**src/rtl/pipes.sv**
```systemverilog
// Shared decode types: opcode/funct constants, ALU and branch encodings, control bundle.
package pipes;

  localparam logic [6:0] F7_LOAD    = 7'b0000011;
  localparam logic [6:0] F7_OPIMM   = 7'b0010011;
  localparam logic [6:0] F7_AUIPC   = 7'b0010111;
  localparam logic [6:0] F7_OPIMM32 = 7'b0011011;
  localparam logic [6:0] F7_STORE   = 7'b0100011;
  localparam logic [6:0] F7_OP      = 7'b0110011;
  localparam logic [6:0] F7_LUI     = 7'b0110111;
  localparam logic [6:0] F7_OP32    = 7'b0111011;
  localparam logic [6:0] F7_BRANCH  = 7'b1100011;
  localparam logic [6:0] F7_JALR    = 7'b1100111;
  localparam logic [6:0] F7_JAL     = 7'b1101111;

  localparam logic [2:0] FUNCT3_ADD = 3'b000;
  localparam logic [2:0] FUNCT3_SLL = 3'b001;
  localparam logic [2:0] FUNCT3_SR  = 3'b101;

  localparam logic [5:0] FUNCT6_BASE = 6'b000000;
  localparam logic [5:0] FUNCT6_ALT  = 6'b010000;

  localparam logic [6:0] FUNCT7_BASE   = 7'b0000000;
  localparam logic [6:0] FUNCT7_ALT    = 7'b0100000;
  localparam logic [6:0] FUNCT7_MULDIV = 7'b0000001;

  // First 16 entries are ordered by {muldiv, funct3} so they can be indexed directly.
  typedef enum logic [4:0] {
    ALU_ADD, ALU_SLL, ALU_SLT, ALU_SLTU, ALU_XOR, ALU_SRL, ALU_OR, ALU_AND,
    ALU_MUL, ALU_MULH, ALU_MULHSU, ALU_MULHU, ALU_DIV, ALU_DIVU, ALU_REM, ALU_REMU,
    ALU_SUB, ALU_SRA,
    ALU_ADDW, ALU_SUBW, ALU_SLLW, ALU_SRLW, ALU_SRAW,
    ALU_MULW, ALU_DIVW, ALU_DIVUW, ALU_REMW, ALU_REMUW
  } alufunc_t;

  typedef enum logic [2:0] {
    BRANCH_NONE, BRANCH_BEQ, BRANCH_BNE, BRANCH_BLT,
    BRANCH_BGE, BRANCH_BLTU, BRANCH_BGEU, BRANCH_JUMP
  } branch_t;

  typedef enum logic [1:0] {SEL_A_RS1, SEL_A_PC, SEL_A_ZERO} sel_a_t;
  typedef enum logic [1:0] {WB_ALU, WB_MEM, WB_PC4} wb_sel_t;
  typedef enum logic [1:0] {MEM_NONE, MEM_READ, MEM_WRITE} mem_rw_t;

  typedef struct packed {
    logic [6:0] op;
    alufunc_t   alufunc;
    logic       regWrite;
    sel_a_t     selectA;
    logic       selectB;
    logic       pcSrc;
    logic       pcTarget;
    wb_sel_t    wbSelect;
    mem_rw_t    memRw;
    branch_t    branch;
    logic       extAluOut;
  } control_t;

  function automatic alufunc_t alu_f3(input logic [2:0] f3, input logic muldiv);
    return alufunc_t'({1'b0, muldiv, f3});
  endfunction

endpackage

```
**src/rtl/decode_logic.sv**
```systemverilog
// Combinational RV instruction decoder: raw instruction to control bundle, immediate, illegal flag.
module decode_logic
  import pipes::*;
#(
  parameter int unsigned XLEN     = 64,
  parameter bit          ENABLE_M = 1'b0,
  parameter bit          ENABLE_W = 1'b1
) (
  input  logic [31:0]     instr,
  output control_t        ctl,
  output logic [XLEN-1:0] imm,
  output logic            illegal,
  output logic [4:0]      rs1,
  output logic [4:0]      rs2,
  output logic [4:0]      rd
);

  localparam bit RV64 = (XLEN == 64);
  localparam bit W_OK = ENABLE_W && RV64;

  logic [6:0] opcode, funct7;
  logic [5:0] funct6;
  logic [2:0] funct3;
  logic [XLEN-1:0] imm_i, imm_s, imm_b, imm_u, imm_j;
  control_t c;
  logic bad;

  assign opcode = instr[6:0];
  assign funct3 = instr[14:12];
  assign funct7 = instr[31:25];
  assign funct6 = instr[31:26];
  assign rd     = instr[11:7];
  assign rs1    = instr[19:15];
  assign rs2    = instr[24:20];

  assign imm_i = XLEN'($signed(instr[31:20]));
  assign imm_s = XLEN'($signed({instr[31:25], instr[11:7]}));
  assign imm_b = XLEN'($signed({instr[31], instr[7], instr[30:25], instr[11:8], 1'b0}));
  assign imm_u = XLEN'($signed({instr[31:12], 12'b0}));
  assign imm_j = XLEN'($signed({instr[31], instr[19:12], instr[20], instr[30:21], 1'b0}));

  always_comb begin
    c      = '0;
    c.op   = opcode;
    bad    = 1'b0;
    imm    = '0;
    case (opcode)
      F7_LUI: begin
        c.regWrite = 1'b1; c.selectA = SEL_A_ZERO; c.selectB = 1'b1; imm = imm_u;
      end
      F7_AUIPC: begin
        c.regWrite = 1'b1; c.selectA = SEL_A_PC; c.selectB = 1'b1; imm = imm_u;
      end
      F7_JAL: begin
        c.regWrite = 1'b1; c.wbSelect = WB_PC4; c.pcSrc = 1'b1; c.branch = BRANCH_JUMP;
        imm = imm_j;
      end
      F7_JALR: begin
        c.regWrite = 1'b1; c.wbSelect = WB_PC4; c.pcSrc = 1'b1; c.pcTarget = 1'b1;
        c.branch = BRANCH_JUMP; imm = imm_i; bad = (funct3 != 3'b000);
      end
      F7_BRANCH: begin
        c.pcSrc = 1'b1; imm = imm_b;
        case (funct3)
          3'b000:  begin c.branch = BRANCH_BEQ;  c.alufunc = ALU_SUB;  end
          3'b001:  begin c.branch = BRANCH_BNE;  c.alufunc = ALU_SUB;  end
          3'b100:  begin c.branch = BRANCH_BLT;  c.alufunc = ALU_SLT;  end
          3'b101:  begin c.branch = BRANCH_BGE;  c.alufunc = ALU_SLT;  end
          3'b110:  begin c.branch = BRANCH_BLTU; c.alufunc = ALU_SLTU; end
          3'b111:  begin c.branch = BRANCH_BGEU; c.alufunc = ALU_SLTU; end
          default: bad = 1'b1;
        endcase
      end
      F7_LOAD: begin
        c.regWrite = 1'b1; c.selectB = 1'b1; c.wbSelect = WB_MEM; c.memRw = MEM_READ;
        imm = imm_i;
        case (funct3)
          3'b000, 3'b001, 3'b010, 3'b100, 3'b101: bad = 1'b0;
          3'b011, 3'b110:                         bad = !RV64;
          default:                                bad = 1'b1;
        endcase
      end
      F7_STORE: begin
        c.selectB = 1'b1; c.memRw = MEM_WRITE; imm = imm_s;
        case (funct3)
          3'b000, 3'b001, 3'b010: bad = 1'b0;
          3'b011:                 bad = !RV64;
          default:                bad = 1'b1;
        endcase
      end
      F7_OPIMM: begin
        c.regWrite = 1'b1; c.selectB = 1'b1; imm = imm_i;
        c.alufunc = alu_f3(funct3, 1'b0);
        // On RV32 instr[25] would be shamt[5], which does not exist there.
        if (funct3 == FUNCT3_SLL)
          bad = (funct6 != FUNCT6_BASE) || (!RV64 && instr[25]);
        else if (funct3 == FUNCT3_SR) begin
          if (funct6 == FUNCT6_ALT) c.alufunc = ALU_SRA;
          bad = ((funct6 != FUNCT6_BASE) && (funct6 != FUNCT6_ALT)) || (!RV64 && instr[25]);
        end
      end
      F7_OP: begin
        c.regWrite = 1'b1;
        case (funct7)
          FUNCT7_BASE:   c.alufunc = alu_f3(funct3, 1'b0);
          FUNCT7_MULDIV: begin c.alufunc = alu_f3(funct3, 1'b1); bad = !ENABLE_M; end
          FUNCT7_ALT: begin
            if (funct3 == FUNCT3_ADD)     c.alufunc = ALU_SUB;
            else if (funct3 == FUNCT3_SR) c.alufunc = ALU_SRA;
            else                          bad = 1'b1;
          end
          default: bad = 1'b1;
        endcase
      end
      F7_OPIMM32: begin
        c.regWrite = 1'b1; c.selectB = 1'b1; c.extAluOut = 1'b1; imm = imm_i;
        case (funct3)
          3'b000: c.alufunc = ALU_ADDW;
          3'b001: begin c.alufunc = ALU_SLLW; bad = (funct7 != FUNCT7_BASE); end
          3'b101: begin
            c.alufunc = (funct7 == FUNCT7_ALT) ? ALU_SRAW : ALU_SRLW;
            bad = (funct7 != FUNCT7_BASE) && (funct7 != FUNCT7_ALT);
          end
          default: bad = 1'b1;
        endcase
        if (!W_OK) bad = 1'b1;
      end
      F7_OP32: begin
        c.regWrite = 1'b1; c.extAluOut = 1'b1;
        case ({funct7, funct3})
          {FUNCT7_BASE, 3'b000}:   c.alufunc = ALU_ADDW;
          {FUNCT7_ALT, 3'b000}:    c.alufunc = ALU_SUBW;
          {FUNCT7_BASE, 3'b001}:   c.alufunc = ALU_SLLW;
          {FUNCT7_BASE, 3'b101}:   c.alufunc = ALU_SRLW;
          {FUNCT7_ALT, 3'b101}:    c.alufunc = ALU_SRAW;
          {FUNCT7_MULDIV, 3'b000}: c.alufunc = ALU_MULW;
          {FUNCT7_MULDIV, 3'b100}: c.alufunc = ALU_DIVW;
          {FUNCT7_MULDIV, 3'b101}: c.alufunc = ALU_DIVUW;
          {FUNCT7_MULDIV, 3'b110}: c.alufunc = ALU_REMW;
          {FUNCT7_MULDIV, 3'b111}: c.alufunc = ALU_REMUW;
          default:                 bad = 1'b1;
        endcase
        if (!W_OK || ((funct7 == FUNCT7_MULDIV) && !ENABLE_M)) bad = 1'b1;
      end
      default: bad = 1'b1;
    endcase
  end

  assign ctl     = bad ? control_t'('0) : c;
  assign illegal = bad;

endmodule

```
**src/rtl/decode_stage.sv**
```systemverilog
// Registered decode stage: valid/ready handshake, one-entry raw skid buffer, decoded output register.
module decode_stage
  import pipes::*;
#(
  parameter int unsigned XLEN     = 64,
  parameter bit          ENABLE_M = 1'b0,
  parameter bit          ENABLE_W = 1'b1
) (
  input  logic            clk,
  input  logic            resetn,
  input  logic            in_valid,
  output logic            in_ready,
  input  logic [XLEN-1:0] in_pc,
  input  logic [31:0]     in_instr,
  input  logic            flush,
  output logic            out_valid,
  input  logic            out_ready,
  output logic [XLEN-1:0] out_pc,
  output control_t        out_ctl,
  output logic [4:0]      out_rs1,
  output logic [4:0]      out_rs2,
  output logic [4:0]      out_rd,
  output logic [XLEN-1:0] out_imm,
  output logic            out_illegal
);

  logic            or_valid, sk_valid;
  logic [XLEN-1:0] sk_pc;
  logic [31:0]     sk_instr;
  logic            accept, or_free;

  control_t        sk_ctl, in_ctl;
  logic [XLEN-1:0] sk_imm, in_imm;
  logic            sk_ill, in_ill;
  logic [4:0]      sk_rs1, sk_rs2, sk_rd, in_rs1, in_rs2, in_rd;

  decode_logic #(.XLEN(XLEN), .ENABLE_M(ENABLE_M), .ENABLE_W(ENABLE_W)) u_dec_sk (
    .instr(sk_instr), .ctl(sk_ctl), .imm(sk_imm), .illegal(sk_ill),
    .rs1(sk_rs1), .rs2(sk_rs2), .rd(sk_rd)
  );

  decode_logic #(.XLEN(XLEN), .ENABLE_M(ENABLE_M), .ENABLE_W(ENABLE_W)) u_dec_in (
    .instr(in_instr), .ctl(in_ctl), .imm(in_imm), .illegal(in_ill),
    .rs1(in_rs1), .rs2(in_rs2), .rd(in_rd)
  );

  assign in_ready  = !sk_valid;
  assign out_valid = or_valid;
  assign accept    = in_valid && !sk_valid;
  assign or_free   = !or_valid || out_ready;

  // in_ready is low whenever the skid is full, so draining the skid never coincides with an accept.
  always_ff @(posedge clk or negedge resetn) begin
    if (!resetn) begin
      or_valid    <= 1'b0;
      sk_valid    <= 1'b0;
      sk_pc       <= '0;
      sk_instr    <= '0;
      out_pc      <= '0;
      out_ctl     <= '0;
      out_rs1     <= '0;
      out_rs2     <= '0;
      out_rd      <= '0;
      out_imm     <= '0;
      out_illegal <= 1'b0;
    end else if (flush) begin
      or_valid <= 1'b0;
      sk_valid <= 1'b0;
    end else if (or_free) begin
      if (sk_valid) begin
        or_valid    <= 1'b1;
        sk_valid    <= 1'b0;
        out_pc      <= sk_pc;
        out_ctl     <= sk_ctl;
        out_rs1     <= sk_rs1;
        out_rs2     <= sk_rs2;
        out_rd      <= sk_rd;
        out_imm     <= sk_imm;
        out_illegal <= sk_ill;
      end else if (accept) begin
        or_valid    <= 1'b1;
        out_pc      <= in_pc;
        out_ctl     <= in_ctl;
        out_rs1     <= in_rs1;
        out_rs2     <= in_rs2;
        out_rd      <= in_rd;
        out_imm     <= in_imm;
        out_illegal <= in_ill;
      end else begin
        or_valid <= 1'b0;
      end
    end else if (accept) begin
      sk_valid <= 1'b1;
      sk_pc    <= in_pc;
      sk_instr <= in_instr;
    end
  end

endmodule

```
**config.mk**
```make
export PLATFORM = sky130hd
export DESIGN_NAME = decode_stage
export DESIGN_NICKNAME = d
export VERILOG_FILES = /design/src/rtl/pipes.sv /design/src/rtl/decode_logic.sv /design/src/rtl/decode_stage.sv
export SDC_FILE = /design/constraint.sdc
export NUM_CORES = 1
export LEC_CHECK = 0
export CAP_MARGIN = 20
export CORE_MARGIN = 3
export CORE_UTILIZATION = 39
export CTS_CLUSTER_SIZE = 14
export DETAILED_ROUTE_END_ITERATION = 8
export RECOVER_POWER = 100
export SYNTH_ARGS = -nofsm -noshare
export SYNTH_HDL_FRONTEND = slang
export SYNTH_SLANG_ARGS = --single-unit
export TNS_END_PERCENT = 30
```
**constraint.sdc**
```tcl
create_clock -name clk -period 6.7 [get_ports clk]
set_clock_uncertainty 0.05 [all_clocks]
set_input_delay 1.675 -clock clk [delete_from_list [all_inputs] [get_ports clk]]
set_output_delay 1.675 -clock clk [all_outputs]
set_load 0.05 [all_outputs]
```
==> results.sh <==
export IMPL_synthAdderAreaFrac_pct=0
export IMPL_synthSimpleGateAreaFrac_pct=15.0
export IMPL_p_clk_share_pct=32.3
export IMPL_syn_to_final_growth_pct=30.9
export IMPL_detail_route_iter0_violations=712
export IMPL_worstPathMaxFanout=63
export IMPL_muxShareOfSynthArea_pct=15.4
export IMPL_power_leakage_uw=0.00656
export IMPL_yosysWarningCount=0
export IMPL_synth_area_leaders="dfrtp_1 (49%), mux2_2 (8.5%), mux2i_1 (6.8%), nand2_1 (4.8%), o21ai_0 (4.0%)"
export IMPL_coreArea_mm2=0.0300
export IMPL_synth_largest_area_cell="dfrtp_1"
export IMPL_synth_edf_count=0
export IMPL_p_int_uw=3070
export IMPL_max_clock_freq_mhz=207
export IMPL_min_period_ps=4820
export IMPL_cp_arrival_ps=5200
export IMPL_postCtsSetupBuffers=0
export IMPL_ir_drop_v=0.000212
export IMPL_combPwrFrac_pct=27.9
export IMPL_dieHeight_um=181
export IMPL_routed_via_density=5.56
export IMPL_holdBufCountCts=0
export IMPL_root_buffer="clkbuf_16"
export IMPL_yosysUniqueCellTypes=70
export IMPL_rsz0062_at_grt="false"
export IMPL_worstSetupStartpoint="out_ready"
export IMPL_antenna_found_initial=1
export IMPL_avgSynthCellArea_um2=10.1
export IMPL_grt_first_pass_wirelength_mm=58.5
export IMPL_postRouteAntennaNets=0
export IMPL_hold_violations=0
export IMPL_r2r_setup_slack_ps=2220
export IMPL_r2r_start="sk_valid"
export IMPL_netlist_area_mm2=0.0120
export IMPL_die_area_mm2=0.0329
export IMPL_grt_pass1_vias=10073
export IMPL_die_x_um=181
export IMPL_cellPowerDensity_mw_per_mm2=303
export IMPL_min_from="out_pc[29]"
export IMPL_async_flop_share_pct=100
export IMPL_nets=1487
export IMPL_synth_top_family_by_area="multiplexers"
export IMPL_grt_max_degree=123
export IMPL_timing_setup_tns_ps=0
export IMPL_synth_compound_area_share_pct=14.8
export IMPL_synth_top_area_share_pct=49.2
export IMPL_drt_wl_total_mm=37.3
export IMPL_slew_viol_final=186
export IMPL_dp_hpwl_mm=25.9
export IMPL_cap_viol_max_count=2
export IMPL_row_count=63
export IMPL_end_kind="flop"
export IMPL_synth_common_cells="dfrtp_1 (236), nand2_1 (153), o21ai_0 (97), mux2_2 (91), mux2i_1 (82)"
export IMPL_io_buffers=272
export IMPL_violations="capacitance limit, slew limit"
export IMPL_synth_xor_area_share_pct=0.292
export IMPL_seqPwrFrac_pct=39.8
export IMPL_synth_seq_cells=236
export IMPL_clock_sinks=236
export IMPL_grt_ovfl_total=0
export IMPL_grtUsageTotal_pct=21.9
export IMPL_yosysMostFrequentCell="dfrtp_1"
export IMPL_start_util_pct=40.1
export IMPL_startpoint_type="primary input"
export IMPL_period_share_pct=72.0
export IMPL_critPathMaxStageDelay_ps=1680
export IMPL_clock_latency_ps=550
export IMPL_synth_fp_nets=1289
export IMPL_drt_pass1_iter_count=8
export IMPL_drive_above_1_share_pct=11.8
export IMPL_slew_headroom_pct=-105
export IMPL_ys_flop_type="dfrtp_1"
export IMPL_place_congestion=0.950
export IMPL_clockBufferDepth=3
export IMPL_wl_per_cell_um=20.8
export IMPL_ios=273
export IMPL_yosysSeqAreaShare_pct=49.2
export IMPL_setup_viol=0
export IMPL_required_ps=7080
export IMPL_ctsResizeCount=0
export IMPL_critPathSlowestCell="or3_1"
export IMPL_switching_share_pct=35.4
export IMPL_num_vias=9994
export IMPL_cts_tree="done"
export IMPL_ctsHtreeMaxLevel=1
export IMPL_worstSetupPathType="primary input to flop"
export IMPL_finalPower_uw=4760
export IMPL_drc=0
export IMPL_cts_buffers_inserted=28
export IMPL_status="finished, violations left"
export IMPL_hold_class="flop to flop"
export IMPL_p_sw_uw=1690
export IMPL_syn_instance_count=1188
export IMPL_worst_pin_slew_ps=3080
export IMPL_clk_pin_slew_ps=60
export IMPL_crit_chain="dlygate4sd3_1 > nor2b_1 > or3_1 > buf_4 > a21oi_1 > a22o_1"
==> worst paths after layout <==
path                               end  cells past startpoint
max                        out_illegal                      6
min                         out_pc[29]                      2
max reg2reg                out_illegal                      6
min reg2reg                 out_pc[29]                      2
max in group asynchronous  out_imm[10]                      2
min in group asynchronous    sk_pc[58]                      1
==> cells in the final DEF (no fill, tap or decap), types with 4 or more instances in the layout <==
cell type and count:
nand2_1 153, nand4b_1 7, a211o_1 10, a32oi_1 4
nand2b_1 10, a31oi_1 15, nor2b_1 15, clkbuf_1 7
mux2i_1 82, dfrtp_1 235, clkbuf_8 8, buf_4 10
inv_1 12, o21a_1 5, nand4_1 25, or4_1 7
and2_1 5, clkbuf_16 28, dlygate4sd3_1 176, nor2_1 62
a221oi_1 16, o31ai_1 12, nand3b_1 4, a21oi_1 54
a22oi_1 5, clkinv_2 5, nand3_1 24, and3_1 10
mux2_2 91, clkdlybuf4s50_1 95, o211ai_1 10, nor3_1 22
o21ai_0 97, or3_1 4
==> per-layer routing <==
metal  GRT usage, %  vias up  routed length, µm
li1               -     4675                  -
met1           28.7     4924              15600
met2           36.1      342              17900
met3           6.79       53               3110
met4           4.66        0                709
met5              0        -                  0
==> state kept, by name, indices dropped and copies added (netlist names) <==
name	cells
sk_pc	64
out_imm	32
sk_valid	1
out_illegal	1
out_rs2	5
out_valid	1
out_ctl	26
sk_instr	32
out_rd	5
out_rs1	5
out_pc	64
==> power by group through the flow <==
stage	combinational, µW	clock [µW]	sequential (µW)
global route	1410	1640	1930
global placement	1380	0	1910
finish	1330	1540	1890
CTS	1390	1580	1900
floorplan	601	0	2200
detailed placement	1380	0	1920
==> stage by stage <==
stage / instances / worst slack (ps) / area (µm²) / utilization (%) / hold WS, ps
finish: 1796 / 1880 / 15700 / 52.4 / 422
global placement: 1746 / 1890 / 14800 / 49.3 / 410
detailed placement: 1746 / 1830 / 14800 / 49.3 / 419
floorplan: 1188 / 3200 / 12000 / - / 429
global route: 1796 / 1180 / 15700 / 52.4 / 441
CTS: 1795 / 2120 / 15700 / 52.5 / 432
==> cells by family after synthesis <==
kind of cell    count (synthesis)
xor+xnor                        4
simple gates                  369
flops                         236
buf+inv                       131
compound gates                275
mux                           173
==> cell type report <==
| type | instances | area (µm²) |
|---|---|---|
| tap | 390 | 488 |
| fill | 2773 | 14300 |
| clock buffer | 40 | 826 |
| sequential | 236 | 5910 |
| inverter | 12 | 45.0 |
| antenna | 1 | 2.50 |
| clock inverter | 9 | 124 |
| multi-input combinational | 821 | 5480 |
| timing repair buffer | 287 | 2830 |
==> critical path, delay by kind of cell <==
family	cells	cell delay, ps
AO/OA/AOI/OAI	2	390
buffers and inverters	2	1140
AND/OR/NAND/NOR	2	1990
No activity file was read; power rests on OpenSTA's default activity.
